==> config.mk <==
export PLATFORM = sky130hd
export DESIGN_NAME = load_store_unit
export DESIGN_NICKNAME = d
export VERILOG_FILES = /design/src/rtl/load_store_unit.sv
export SDC_FILE = /design/constraint.sdc
export NUM_CORES = 1
export LEC_CHECK = 0
export ABC_CLOCK_PERIOD_IN_PS = 3100
export BUFFER_PORTS_ARGS = -buffer_cell sky130_fd_sc_hd__buf_2
export CORE_MARGIN = 2
export CORE_UTILIZATION = 42
export CTS_BUF_LIST = sky130_fd_sc_hd__clkbuf_8
export CTS_CLUSTER_SIZE = 8
export DETAILED_ROUTE_END_ITERATION = 6
export PLACE_DENSITY = 0.72
export SLEW_MARGIN = 20
export SYNTH_ARGS = -nofsm -noshare
export SYNTH_HDL_FRONTEND = slang
export SYNTH_SLANG_ARGS = --single-unit
==> constraint.sdc <==
create_clock -name clk -period 3.1 [get_ports clk]
set_clock_uncertainty 0.05 [all_clocks]
set_input_delay 0.31 -clock clk [delete_from_list [all_inputs] [get_ports clk]]
set_output_delay 0.31 -clock clk [all_outputs]
set_load 0.02 [all_outputs]
==> src/rtl/load_store_unit.sv <==
// Data-side load/store unit: one handshaked word access per request. It places store data on the
// correct byte lanes and extracts and extends load data. Misaligned or illegal requests and bus
// timeouts end the access without producing load data.
module load_store_unit #(
    parameter int TIMEOUT = 16
) (
    input  logic        clk,
    input  logic        reset,
    input  logic        req_valid,
    input  logic        req_write,
    input  logic [1:0]  req_store,
    input  logic [2:0]  req_load,
    input  logic [31:0] req_addr,
    input  logic [31:0] req_wdata,
    output logic        stall,
    output logic        done,
    output logic [31:0] rdata,
    output logic        misalign,
    output logic        bus_err,
    output logic        bus_req,
    output logic        bus_we,
    output logic [31:0] bus_addr,
    output logic [3:0]  bus_be,
    output logic [31:0] bus_wdata,
    input  logic        bus_ack,
    input  logic [31:0] bus_rdata
);

    typedef enum logic [1:0] {S_IDLE, S_REQ, S_RESP} state_t;

    localparam int CNT_W = $clog2(TIMEOUT + 1);
    localparam logic [CNT_W-1:0] CNT_LAST = CNT_W'(TIMEOUT - 1);

    state_t           state_q, state_d;
    logic [CNT_W-1:0] cnt_q, cnt_d;
    logic             wr_q, wr_d;
    logic [1:0]       store_q, store_d;
    logic [2:0]       load_q, load_d;
    logic [31:0]      addr_q, addr_d;
    logic [31:0]      wdata_q, wdata_d;
    logic [31:0]      rdata_q, rdata_d;
    logic             misalign_q, misalign_d;
    logic             bus_err_q, bus_err_d;

    // A request may reach the bus only if its code is legal and its address is aligned.
    function automatic logic access_ok(input logic wr, input logic [1:0] st,
                                       input logic [2:0] ld, input logic [1:0] off);
        logic ok;
        ok = 1'b0;
        if (wr) begin
            case (st)
                2'b00:   ok = 1'b1;
                2'b01:   ok = ~off[0];
                2'b10:   ok = (off == 2'b00);
                default: ok = 1'b0;
            endcase
        end else begin
            case (ld)
                3'b000, 3'b011: ok = 1'b1;
                3'b001, 3'b100: ok = ~off[0];
                3'b010:         ok = (off == 2'b00);
                default:        ok = 1'b0;
            endcase
        end
        return ok;
    endfunction

    function automatic logic [31:0] extract(input logic [2:0] ld, input logic [1:0] off,
                                            input logic [31:0] word);
        logic [7:0]  b;
        logic [15:0] h;
        logic [31:0] r;
        case (off)
            2'b00:   b = word[7:0];
            2'b01:   b = word[15:8];
            2'b10:   b = word[23:16];
            default: b = word[31:24];
        endcase
        h = off[1] ? word[31:16] : word[15:0];
        case (ld)
            3'b000:  r = {{24{b[7]}}, b};
            3'b001:  r = {{16{h[15]}}, h};
            3'b010:  r = word;
            3'b011:  r = {24'd0, b};
            3'b100:  r = {16'd0, h};
            default: r = 32'd0;
        endcase
        return r;
    endfunction

    // NOTE: sequential state uses non-blocking assignments so every flop samples pre-edge values.
    always_ff @(posedge clk or posedge reset) begin
        if (reset) begin
            state_q    <= S_IDLE;
            cnt_q      <= '0;
            wr_q       <= 1'b0;
            store_q    <= 2'b00;
            load_q     <= 3'b000;
            addr_q     <= 32'd0;
            wdata_q    <= 32'd0;
            rdata_q    <= 32'd0;
            misalign_q <= 1'b0;
            bus_err_q  <= 1'b0;
        end else begin
            state_q    <= state_d;
            cnt_q      <= cnt_d;
            wr_q       <= wr_d;
            store_q    <= store_d;
            load_q     <= load_d;
            addr_q     <= addr_d;
            wdata_q    <= wdata_d;
            rdata_q    <= rdata_d;
            misalign_q <= misalign_d;
            bus_err_q  <= bus_err_d;
        end
    end

    // NOTE: every signal gets a hold default first, so no path through the case leaves a latch.
    always_comb begin
        state_d    = state_q;
        cnt_d      = cnt_q;
        wr_d       = wr_q;
        store_d    = store_q;
        load_d     = load_q;
        addr_d     = addr_q;
        wdata_d    = wdata_q;
        rdata_d    = rdata_q;
        misalign_d = misalign_q;
        bus_err_d  = bus_err_q;
        case (state_q)
            S_IDLE: begin
                if (req_valid) begin
                    wr_d    = req_write;
                    store_d = req_store;
                    load_d  = req_load;
                    addr_d  = req_addr;
                    wdata_d = req_wdata;
                    cnt_d   = '0;
                    if (access_ok(req_write, req_store, req_load, req_addr[1:0])) begin
                        state_d = S_REQ;
                    end else begin
                        state_d    = S_RESP;
                        rdata_d    = 32'd0;
                        misalign_d = 1'b1;
                        bus_err_d  = 1'b0;
                    end
                end
            end
            S_REQ: begin
                // An ack in the final allowed cycle still completes the access normally.
                if (bus_ack) begin
                    state_d    = S_RESP;
                    cnt_d      = '0;
                    rdata_d    = wr_q ? 32'd0 : extract(load_q, addr_q[1:0], bus_rdata);
                    misalign_d = 1'b0;
                    bus_err_d  = 1'b0;
                end else if (cnt_q == CNT_LAST) begin
                    state_d    = S_RESP;
                    cnt_d      = '0;
                    rdata_d    = 32'd0;
                    misalign_d = 1'b0;
                    bus_err_d  = 1'b1;
                end else begin
                    cnt_d = cnt_q + CNT_W'(1);
                end
            end
            S_RESP:  state_d = S_IDLE;
            default: state_d = S_IDLE;
        endcase
    end

    always_comb begin
        stall     = 1'b0;
        done      = 1'b0;
        bus_req   = 1'b0;
        bus_we    = 1'b0;
        bus_addr  = 32'd0;
        bus_be    = 4'b0000;
        bus_wdata = 32'd0;
        case (state_q)
            S_IDLE: stall = req_valid & ~reset;
            S_REQ: begin
                stall    = 1'b1;
                bus_req  = 1'b1;
                bus_we   = wr_q;
                bus_addr = {addr_q[31:2], 2'b00};
                if (!wr_q) begin
                    bus_be = 4'b1111;
                end else begin
                    case (store_q)
                        2'b00: begin
                            bus_be    = 4'b0001 << addr_q[1:0];
                            bus_wdata = {4{wdata_q[7:0]}};
                        end
                        2'b01: begin
                            bus_be    = addr_q[1] ? 4'b1100 : 4'b0011;
                            bus_wdata = {2{wdata_q[15:0]}};
                        end
                        default: begin
                            bus_be    = 4'b1111;
                            bus_wdata = wdata_q;
                        end
                    endcase
                end
            end
            S_RESP:  done = 1'b1;
            default: ;
        endcase
    end

    assign rdata    = rdata_q;
    assign misalign = misalign_q;
    assign bus_err  = bus_err_q;

endmodule
==> metrics.txt, run 1 <==
antenna violations before repair=3; count of hold-fix buffers inserted at cts=0; total number of nets in the final design=871; minimum setup slack among reg-to-reg paths=0.72 ns; most frequent cells in the layout=209 x sky130_fd_sc_hd__buf_2, 111 x sky130_fd_sc_hd__dfrtp_1, 68 x sky130_fd_sc_hd__mux2_2; clock tree from TritonCTS=built; via count of the first global-routing pass=5256; PnR Total Power=6.364 mW; number of fill cells=1374; count of antenna-violating nets left after detailed routing=0; Synth Instances=582; Final TNS setup=0 ns; count of clock tree sinks=111; Die X=124.5 um; number of buffers between clock root and the deepest sink=2; worst path setup slack after routing=0.5611 ns; count of yosys warnings during synthesis=0; DRC=0; P_leak=3.713 nW; first drt pass iteration count=5; total number of H-tree levels=3; Ports=212; final max-slew violation count=0; Pwr per Cell Area=853.1 mW/mm2; share of total power in the clock network=14.7%; effective utilization at floorplan=42.43%; final setup violation count=0; most common cell after layout, fill and taps aside=sky130_fd_sc_hd__buf_2; critical path endpoint category=output pin; Inserted Clock Buffers=9; Area Growth Syn to Fin=22.35%; Slew HR=38.04%; share of the synthesized area in compound gates (AO/OA/AOI/OAI)=18.26%; sequence of cells on the critical path=nor2_1 > nand2_1 > a21oi_1 > buf_2; Worst setup SP type=flip-flop; maximum VDD drop=0.0004500 V; final number of hold-violating endpoints=0; all-layer global routing usage=22.42%; Largest stage delay, worst path=0.70 ns; summed instance area of the synthesized netlist=0.006097 mm2; post-detailed-routing wire length=17640 um; root buffer cell=sky130_fd_sc_hd__clkbuf_8; endpoint arrival time on the critical path=2.18 ns; min Tclk post-route=2.539 ns; area share of xor/xnor cells in the synthesized design=0%; sw frac=42.60%; non-filler instance count after layout=954; Worst Path Max Fanout=22; RSZ-0062 raised after global routing=false; status=completed; worst setup path class=reg -> out; cell-internal power=3.653 mW; fraction of final layout cells with drive strength greater than 1=40.44%; post-placement worst setup slack=0.8086 ns; Critical Path Slowest Stage Cell=sky130_fd_sc_hd__dfrtp_1; die height=124.5 um; switching power=2.711 mW; sequential cell area fraction in the yosys report=45.56%; DP Cell Count=937; sequential share of power=39.4%; number of standard-cell rows in the floorplan=44; number of buffers inserted by port buffering=209; buffers inserted during post-CTS setup optimization=0; Routed wire per std cell=18.49 um; HPWL after detailed placement=12470 um; largest net degree at the start of global routing=112; global-route wire length before repair=28100 um; worst hold path class=in -> async; clock slew at reported path FFs=0.11 ns; simple-gate area share of the yosys netlist=11.37%; per-instance average area after synthesis=10.48 um2; flop and latch count out of synthesis=111; Post-Synth Adder-Cell Area=0.2052%; Comb pwr share=45.9%; period utilisation layout=81.90%; # resized after CTS=0; critical path data required time=2.74 ns; Die Outline Area=0.01550 mm2; mux cell area share after synthesis=19.29%; measured slew at the worst slew-check pin=0.9225 ns; Core Area=0.01437 mm2; final global-route overflow total=0; initial drt markers=399; post-DR vias/cell=5.597; routability congestion estimate from global placement=0.8501; distinct cell type count of the synthesized netlist=44; combinational family with the most area after synthesis=multiplexers; clock insertion delay at the later pin of the skew report=0.39 ns; highest clock frequency the design can meet=393.9 MHz; vias=5340; max-cap viol count=0
==> worst max-delay path: cells and delay by family (launching register included) <==
| kind | cells | cell delay (ns) |
|---|---|---|
| simple gates | 2 | 0.73 |
| flops | 1 | 0.70 |
| buf+inv | 1 | 0.19 |
| compound gates | 1 | 0.17 |
==> through the flow <==
| step | hold slack, ns | area (um2) | utilization [%] |
|---|---|---|---|
| detailed placement | 0.4148 | 7244 | 50.42 |
| finish | 0.07086 | 7460 | 51.92 |
| global route | 0.07627 | 7460 | 51.92 |
| CTS | 0.06711 | 7457 | 51.90 |
| floorplan | 0.3768 | 6105 | - |
| global placement | 0.4106 | 7244 | 50.42 |
==> worst paths after layout <==
check	depth (start not counted)	startpoint	endpoint
setup reg to reg	4	load_q[0]$_DFFE_PP0P_	rdata[25]$_DFFE_PP0P_
hold reg to reg	1	rdata[3]$_DFFE_PP0P_	rdata[3]$_DFFE_PP0P_
max in group asynchronous	3	reset	wdata_q[12]$_DFFE_PP0P_
hold / removal	3	reset	rdata[19]$_DFFE_PP0P_
min in group clk	2	req_addr[5]	addr_q[5]$_DFFE_PP0P_
setup / recovery	4	store_q[0]$_DFFE_PP0P_	bus_wdata[8]
==> power by group through the flow <==
| stage | sequential, mW | clock (mW) | combinational (mW) |
|---|---|---|---|
| after global routing | 2.59 | 1.02 | 3.18 |
| after detailed placement | 2.53 | 0 | 2.92 |
| after global placement | 2.51 | 0 | 2.90 |
| final | 2.50 | 0.937 | 2.92 |
| after CTS | 2.50 | 0.965 | 2.94 |
| after floorplan | 2.40 | 0 | 2.23 |
==> flip-flops by register name, summed over array words and instances (netlist names) <==
register  flops
misalign      1
addr_q       32
cnt_q         5
wdata_q      32
state_q       2
rdata        32
store_q       2
load_q        3
bus_err       1
wr_q          1
==> cells by family (layout without fill, tap and decap cells) <==
kind of cell,Yosys count,in the layout
AOI/OAI and AO/OA,162,162
and+or+nand+nor,130,130
DFF,111,111
muxes,109,109
buffers and inverters,68,254
adders and majority gates,1,1
other,1,3
==> routing by layer <==
| layer | vias up | share of wire [%] | GRT usage, % |
|---|---|---|---|
| met4 | 2 | 1.7 | 6.609 |
| met2 | 272 | 45 | 34.97 |
| met1 | 2543 | 43 | 29.91 |
| met5 | - | 0.057 | 0 |
| met3 | 23 | 10 | 7.302 |
| li1 | 2500 | - | - |
==> Yosys cell counts (all sizes together) <==
master | instances | area [um2]
a211o | 2 | 17.52
a211oi | 17 | 127.6
a21o | 8 | 60.06
a21oi | 33 | 168.9
a221o | 8 | 80.08
a22o | 1 | 8.760
a22oi | 1 | 7.510
a31oi | 1 | 6.260
and2 | 30 | 187.7
and3 | 10 | 62.56
buf | 28 | 170.2
clkbuf | 23 | 86.33
conb | 1 | 3.750
dfrtp | 111 | 2778
ha | 1 | 12.51
inv | 17 | 63.81
mux2 | 68 | 765.7
mux2i | 41 | 410.4
nand2 | 21 | 78.83
nand2b | 3 | 18.77
nand3 | 4 | 20.02
nand3b | 2 | 15.01
nand4b | 7 | 61.31
nor2 | 40 | 150.1
nor2b | 3 | 18.77
nor3 | 5 | 25.02
nor3b | 3 | 27.52
nor4 | 1 | 21.27
o211ai | 7 | 52.55
o21ai | 27 | 135.1
o21bai | 3 | 22.52
o221ai | 7 | 61.31
o22ai | 21 | 137.6
o2bb2ai | 18 | 157.7
o311ai | 7 | 61.31
o32ai | 1 | 8.760
or2 | 1 | 6.260
==> final cells by class <==
class	instances	area (um2)	area share, %
Sequential cell	111	2778	37.24
Clock buffer	9	123.9	1.661
Tap cell	184	230.2	3.086
Timing Repair Buffer	221	1161	15.57
Clock inverter	7	88.84	1.191
Multi-Input combinational cell	404	3008	40.32
Antenna cell	1	2.502	0.03355
Inverter	17	67.56	0.9057
(Power assumes the default switching activity.)
==> run 2, diff against run 1 <==
ABC_AREA = 1   (was not set)
ABC_CLOCK_PERIOD_IN_PS = 2600   (was 3100)
PLACE_DENSITY = 0.69   (was 0.72)
clock period = 2.6 ns   (was 3.1 ns; I/O delays follow)
==> run 2 against run 1 <==
  * Die area is 3.7% lower
  * Combinational power is 34% higher
  * Critical path depth rose by 1
  * Total power up 23%
  * Synthesized cell count increased by 38%
  * Register-to-register slack is essentially flat
  * Critical endpoint is now bus_wdata[27]
  * Largest cell class is now registers
==> metrics.txt, run 2 <==
status=completed; post-detailed-routing wire length=16950 um (-3.9%); top-area cell type share of the netlist area=47.39% (+1.8 points); clock slew at reported path FFs=0.12 ns (about the same); cell-internal power=4.060 mW (+11%); PnR Total Power=7.826 mW (+23%); final global-route overflow total=0 (unchanged); source of the worst register-to-register timing path=addr_q[0]$_DFFE_PP0P_; maximum VDD drop=0.0005107 V (+13%); top-count cell post-synth=sky130_fd_sc_hd__nand2_1; sequential cell area fraction in the yosys report=47.39% (+1.8 points); antenna violations before repair=1 (-2); Synth Instances=801 (+38%); first drt pass iteration count=5 (unchanged); worst path setup slack after routing=0.3417 ns (-0.2194 ns); max-cap viol count=0 (unchanged); number of standard-cell rows in the floorplan=43 (-2.3%); worst hold path startpoint=req_addr[18]; RSZ-0062 raised after global routing=false; Die X=122.1 um (-1.9%); Ports=212 (unchanged); fraction of synthesis flops using an asynchronous set or reset pin=100.0% (unchanged); DP Cell Count=1157 (+23%); root buffer cell=sky130_fd_sc_hd__clkbuf_8; endpoint arrival time on the critical path=1.95 ns (-0.23 ns); switching power=3.766 mW (+39%); initial drt markers=377 (-5.5%); Largest stage delay, worst path=0.47 ns (-0.23 ns); final antenna diode count=0 (-1); largest area contributor in the synthesized netlist=sky130_fd_sc_hd__dfrtp_1; number of buffers inserted by port buffering=209 (unchanged); worst setup path class=reg -> out; flop and latch count out of synthesis=111 (unchanged); most common cell after layout, fill and taps aside=sky130_fd_sc_hd__nand2_1; final setup violation count=0 (unchanged); minimum setup slack among reg-to-reg paths=0.72 ns (about the same); Final TNS setup=0 ns (unchanged); Critical Path Slowest Stage Cell=sky130_fd_sc_hd__dfrtp_1; total number of nets in the final design=1127 (+29%); cell types with the largest area share after synthesis=sky130_fd_sc_hd__dfrtp_1 47%, sky130_fd_sc_hd__nand2_1 19%, sky130_fd_sc_hd__nor2_1 7.0%; critical path endpoint category=output pin; sequential share of power=36.4% (-3.0 points); routability congestion estimate from global placement=0.8523 (+0.26%); Area Growth Syn to Fin=27.56%; final max-slew violation count=0 (unchanged); P_leak=4.276 nW (+15%); cell count of the worst hold path=3; share of total power in the clock network=13.6% (-1.1 points); Slew HR=50.98% (+13 points); count of antenna-violating nets left after detailed routing=0 (unchanged); most frequent cells in the layout=291 x sky130_fd_sc_hd__nand2_1, 209 x sky130_fd_sc_hd__buf_2, 111 x sky130_fd_sc_hd__dfrtp_1; capture point of the worst path=bus_wdata[27]; Setup crit start=store_q[0]$_DFFE_PP0P_; Worst Path Max Fanout=8 (-64%); all-layer global routing usage=23.07% (+0.65 points); sw frac=48.12% (+5.5 points); via count of the first global-routing pass=5502 (+4.7%); cell count of the worst reg-to-reg path=6 (+2); HPWL after detailed placement=12070 um (-3.1%); post-DR vias/cell=4.900 (-12%); non-filler instance count after layout=1205 (+26%); highest clock frequency the design can meet=442.8 MHz; vias=5904 (+11%); critical path data required time=2.29 ns (-0.45 ns); worst r2r dst=rdata[11]$_DFFE_PP0P_; leading cell types by count after synthesis=291 x sky130_fd_sc_hd__nand2_1, 111 x sky130_fd_sc_hd__dfrtp_1, 109 x sky130_fd_sc_hd__nor2_1, 63 x sky130_fd_sc_hd__inv_1, 62 x sky130_fd_sc_hd__o21ai_0; summed instance area of the synthesized netlist=0.005862 mm2 (-3.9%); Core Area=0.01377 mm2 (-4.1%); Die Outline Area=0.01492 mm2 (-3.7%); distinct cell type count of the synthesized netlist=36 (-18%); post-placement worst setup slack=0.7731 ns (-0.03548 ns); die height=122.1 um (-1.9%); sequence of cells on the critical path=nor2_2 > inv_1 > o21ai_1 > nor2_1 > buf_2; Pwr per Cell Area=1047 mW/mm2 (+23%); min Tclk post-route=2.258 ns; total number of H-tree levels=3 (unchanged); clock insertion delay at the later pin of the skew report=0.41 ns (+0.02 ns); clock tree from TritonCTS=built; measured slew at the worst slew-check pin=0.7353 ns (-0.1872 ns); number of buffers between clock root and the deepest sink=2 (unchanged); count of clock tree sinks=111 (unchanged); effective utilization at floorplan=42.56% (+0.13 points); Comb pwr share=50.0% (+4.1 points); Worst setup SP type=flip-flop; global-route wire length before repair=26900 um (-4.2%); count of flip-flops with a built-in enable after synthesis=0 (unchanged); period utilisation layout=86.86%; fraction of final layout cells with drive strength greater than 1=25.07% (-15 points); commonest register cell after synthesis=sky130_fd_sc_hd__dfrtp_1; per-instance average area after synthesis=7.318 um2 (-30%); count of yosys warnings during synthesis=0 (unchanged); largest net degree at the start of global routing=77 (-31%); worst hold path class=in -> reg; Inserted Clock Buffers=9 (unchanged); final number of hold-violating endpoints=0 (unchanged); Final Core Density=54.29% (+2.4 points); DRC=0 (unchanged); Routed wire per std cell=14.07 um (-24%)
-- run 2: how the worst min path moves through the flow --
stage | to | slack, ns
after floorplan | wdata_q[16]$_DFFE_PP0P_ | 0.33
after global placement | rdata[19]$_DFFE_PP0P_ | 0.40
after detailed placement | rdata[18]$_DFFE_PP0P_ | 0.40
after CTS | wdata_q[8]$_DFFE_PP0P_ | 0.0005
after global routing | addr_q[18]$_DFFE_PP0P_ | 0.008
final | addr_q[18]$_DFFE_PP0P_ | 0.01
-- run 2: kinds of logic after synthesis --
kind of cell,after synthesis,share of synthesized area [%]
compound gates,118,11.18
buf+inv,113,8.815
other cells,1,0.06397
flops,111,47.39
xor+xnor,2,0.2989
fa+ha+maj,1,0.2134
simple gates,455,32.04
-- run 2: per-layer routing --
metal  wire length, um  vias to the layer above  part of all wire (%)  GRT usage, %
li1                  -                     2940                     -             -
met1              7300                     2746                    43         29.22
met2              8168                      195                    48         38.65
met3              1179                       21                   7.0         5.899
met4               289                        2                   1.7         7.399
met5                13                        -                 0.077             0
-- run 2: area by class of cell --
class | count | area (um2)
Fill cell | 1405 | 6296
Sequential cell | 111 | 2778
Multi-Input combinational cell | 578 | 2571
Timing Repair Buffer | 250 | 1434
Inverter | 70 | 269.0
Tap cell | 180 | 225.2
Clock buffer | 10 | 137.6
Clock inverter | 6 | 62.56
-- run 2: what timing repair did --
action,CTS,global route
hold buffers,31,1
setup buffers,0,0
hold endpoints to repair,31,1
resized for setup,0,0
-- run 2: critical path: cells and delay by family, from the launching register on --
family | cells | cell delay [ns]
buffers and inverters | 2 | 0.38
and+or+nand+nor | 2 | 0.44
DFF | 1 | 0.47
AOI/OAI and AO/OA | 1 | 0.26
-- run 2: per-stage QoR --
stage,hold slack (ns),instance area [um2]
2_1_floorplan,0.3266,5869
3_3_place_gp,0.3987,6957
3_5_place_dp,0.4040,6957
4_1_cts,0.0004743,7467
5_1_grt,0.008333,7477
6_report,0.01069,7477
-- run 2: power by group through the flow --
stage / Sequential [mW] / Clock (mW) / Combinational, mW
after floorplan: 2.93 / 0 / 2.84
after global placement: 2.85 / 0 / 3.84
after detailed placement: 2.88 / 0 / 3.89
after CTS: 2.85 / 1.10 / 3.94
after global routing: 2.93 / 1.16 / 4.41
final: 2.85 / 1.07 / 3.91
==> run 3, diff against run 2 <==
ABC_AREA = not set   (was 1)
==> run 3 against run 2 <==
  * Core utilization down 1.9 points
  * Fmax is 5.8% lower
  * Design area is 0.67% higher
==> metrics.txt, run 3 (synthesis gave the netlist of run 1 again) <==
worst hold path class=in -> async; critical path endpoint category=output pin; endpoint arrival time on the critical path=2.09 ns (+0.14 ns); number of buffers between clock root and the deepest sink=2 (unchanged); sequence of cells on the critical path=nor2_2 > nand2_1 > a21oi_1 > buf_2; number of standard-cell rows in the floorplan=44 (+2.3%); number of fill cells=1322 (-5.9%); P_leak=3.760 nW (-12%); global-route wire length before repair=29380 um (+9.2%); worst path setup slack after routing=0.2024 ns (-0.1393 ns); effective utilization at floorplan=42.43% (-0.13 points); highest clock frequency the design can meet=417.1 MHz (-5.8%); Area Growth Syn to Fin=23.46%; Die Outline Area=0.01550 mm2 (+3.9%); first drt pass iteration count=6 (+1); DRC=0 (unchanged); RSZ-0062 raised after global routing=false; PnR Total Power=7.734 mW (-1.2%); most frequent cells in the layout=209 x sky130_fd_sc_hd__buf_2, 111 x sky130_fd_sc_hd__dfrtp_1, 68 x sky130_fd_sc_hd__mux2_2; total number of nets in the final design=879 (-22%); via count of the first global-routing pass=5463 (-0.71%); antenna violations before repair=3 (+2); status=completed; buffers inserted during post-CTS setup optimization=0 (unchanged); final max-slew violation count=0 (unchanged); Slew HR=45.02% (-6.0 points); Die X=124.5 um (+1.9%); most common cell after layout, fill and taps aside=sky130_fd_sc_hd__buf_2; Final Core Density=52.39% (-1.9 points); clock insertion delay at the later pin of the skew report=0.39 ns (-0.02 ns); post-placement worst setup slack=0.4158 ns (-0.3574 ns); die height=124.5 um (+1.9%); measured slew at the worst slew-check pin=0.8246 ns (+0.08935 ns); max-cap viol count=0 (unchanged); count of clock tree sinks=111 (unchanged); post-detailed-routing wire length=18310 um (+8.0%); Ports=212 (unchanged); Largest stage delay, worst path=0.70 ns (+0.23 ns); largest net degree at the start of global routing=112 (+45%); vias=5510 (-6.7%); total number of H-tree levels=3 (unchanged); Core Area=0.01437 mm2 (+4.3%); clock slew at reported path FFs=0.12 ns (about the same); post-DR vias/cell=5.728 (+17%); period utilisation layout=92.22% (+5.4 points); root buffer cell=sky130_fd_sc_hd__clkbuf_8; count of hold-fix buffers inserted at cts=0 (-100%); number of buffers inserted by port buffering=209 (unchanged); final global-route overflow total=0 (unchanged); Critical Path Slowest Stage Cell=sky130_fd_sc_hd__dfrtp_1; final setup violation count=0 (unchanged); routability congestion estimate from global placement=0.8704 (+2.1%); HPWL after detailed placement=13070 um (+8.3%); count of antenna-violating nets left after detailed routing=0 (unchanged); all-layer global routing usage=23.57% (+0.50 points); initial drt markers=417 (+11%); clock tree from TritonCTS=built; Worst setup SP type=flip-flop; Inserted Clock Buffers=9 (unchanged); Routed wire per std cell=19.04 um (+35%); Pwr per Cell Area=1027 mW/mm2 (-1.8%); worst setup path class=reg -> out; final number of hold-violating endpoints=0 (unchanged); critical path data required time=2.29 ns (about the same); fraction of final layout cells with drive strength greater than 1=41.31% (+16 points); maximum VDD drop=0.0004610 V (-9.7%); Worst Path Max Fanout=22 (+14); min Tclk post-route=2.398 ns (+0.1393 ns)
run 3: final timing paths:
path / startpoint / end / slack (ns) / cells past startpoint
worst max-delay path: store_q[0]$_DFFE_PP0P_ / bus_wdata[11] / 0.20 / 4
worst min-delay path: reset / bus_err$_DFFE_PP0P_ / 0.03 / 3
worst max register to register: addr_q[1]$_DFFE_PP0P_ / rdata[17]$_DFFE_PP0P_ / 0.31 / 5
worst min register to register: rdata[2]$_DFFE_PP0P_ / rdata[2]$_DFFE_PP0P_ / 0.43 / 1
max in group asynchronous: reset / rdata[13]$_DFFE_PP0P_ / 2.03 / 3
min in group clk: req_addr[11] / addr_q[11]$_DFFE_PP0P_ / 0.04 / 2
run 3: layer usage:
layer | wire [um] | up-vias | share of wire (%) | track usage, %
met4 | 329 | 4 | 1.8 | 7.733
li1 | - | 2518 | - | -
met5 | 30 | - | 0.16 | 0
met3 | 1673 | 33 | 9.1 | 7.088
met1 | 7658 | 2674 | 42 | 30.44
met2 | 8621 | 281 | 47 | 38.03
run 3: repair_timing:
item | CTS | global route
endpoints found under the setup margin | 7 | 9
gates resized for setup | 1 | 2
gates cloned | 0 | 0
pin swaps | 0 | 0
run 3: worst max-delay path: cells and delay by family, from the launching register on:
family | cells | cell delay [ns]
AOI/OAI and AO/OA | 1 | 0.22
buffers and inverters | 1 | 0.21
and+or+nand+nor | 2 | 0.56
DFF | 1 | 0.70
run 3: power by group:
group	total [mW]	internal [mW]	switching, mW
combinational	3.62	1.60	2.02
sequential	2.98	2.35	0.628
clock	1.14	0.469	0.670
total	7.73	4.42	3.32
run 3: metrics by stage:
step / hold slack (ns) / cells / setup TNS (ns) / instance area, um2
2_1_floorplan: 0.3268 / 583 / -0.02130 / 6105
3_3_place_gp: 0.4097 / 945 / 0 / 7305
3_5_place_dp: 0.4106 / 945 / 0 / 7305
4_1_cts: 0.02187 / 961 / 0 / 7517
5_1_grt: 0.01945 / 961 / 0 / 7525
6_report: 0.02989 / 962 / 0 / 7527
run 3: area by class of cell:
class / instances / area [um2] / area share [%]
multi-input combinational: 404 / 3018 / 40.09
sequential: 111 / 2778 / 36.90
timing repair buffer: 229 / 1221 / 16.22
tap: 184 / 230.2 / 3.059
inverter: 17 / 67.56 / 0.8976
clock buffer: 9 / 123.9 / 1.646
antenna: 1 / 2.502 / 0.03324
clock inverter: 7 / 86.33 / 1.147
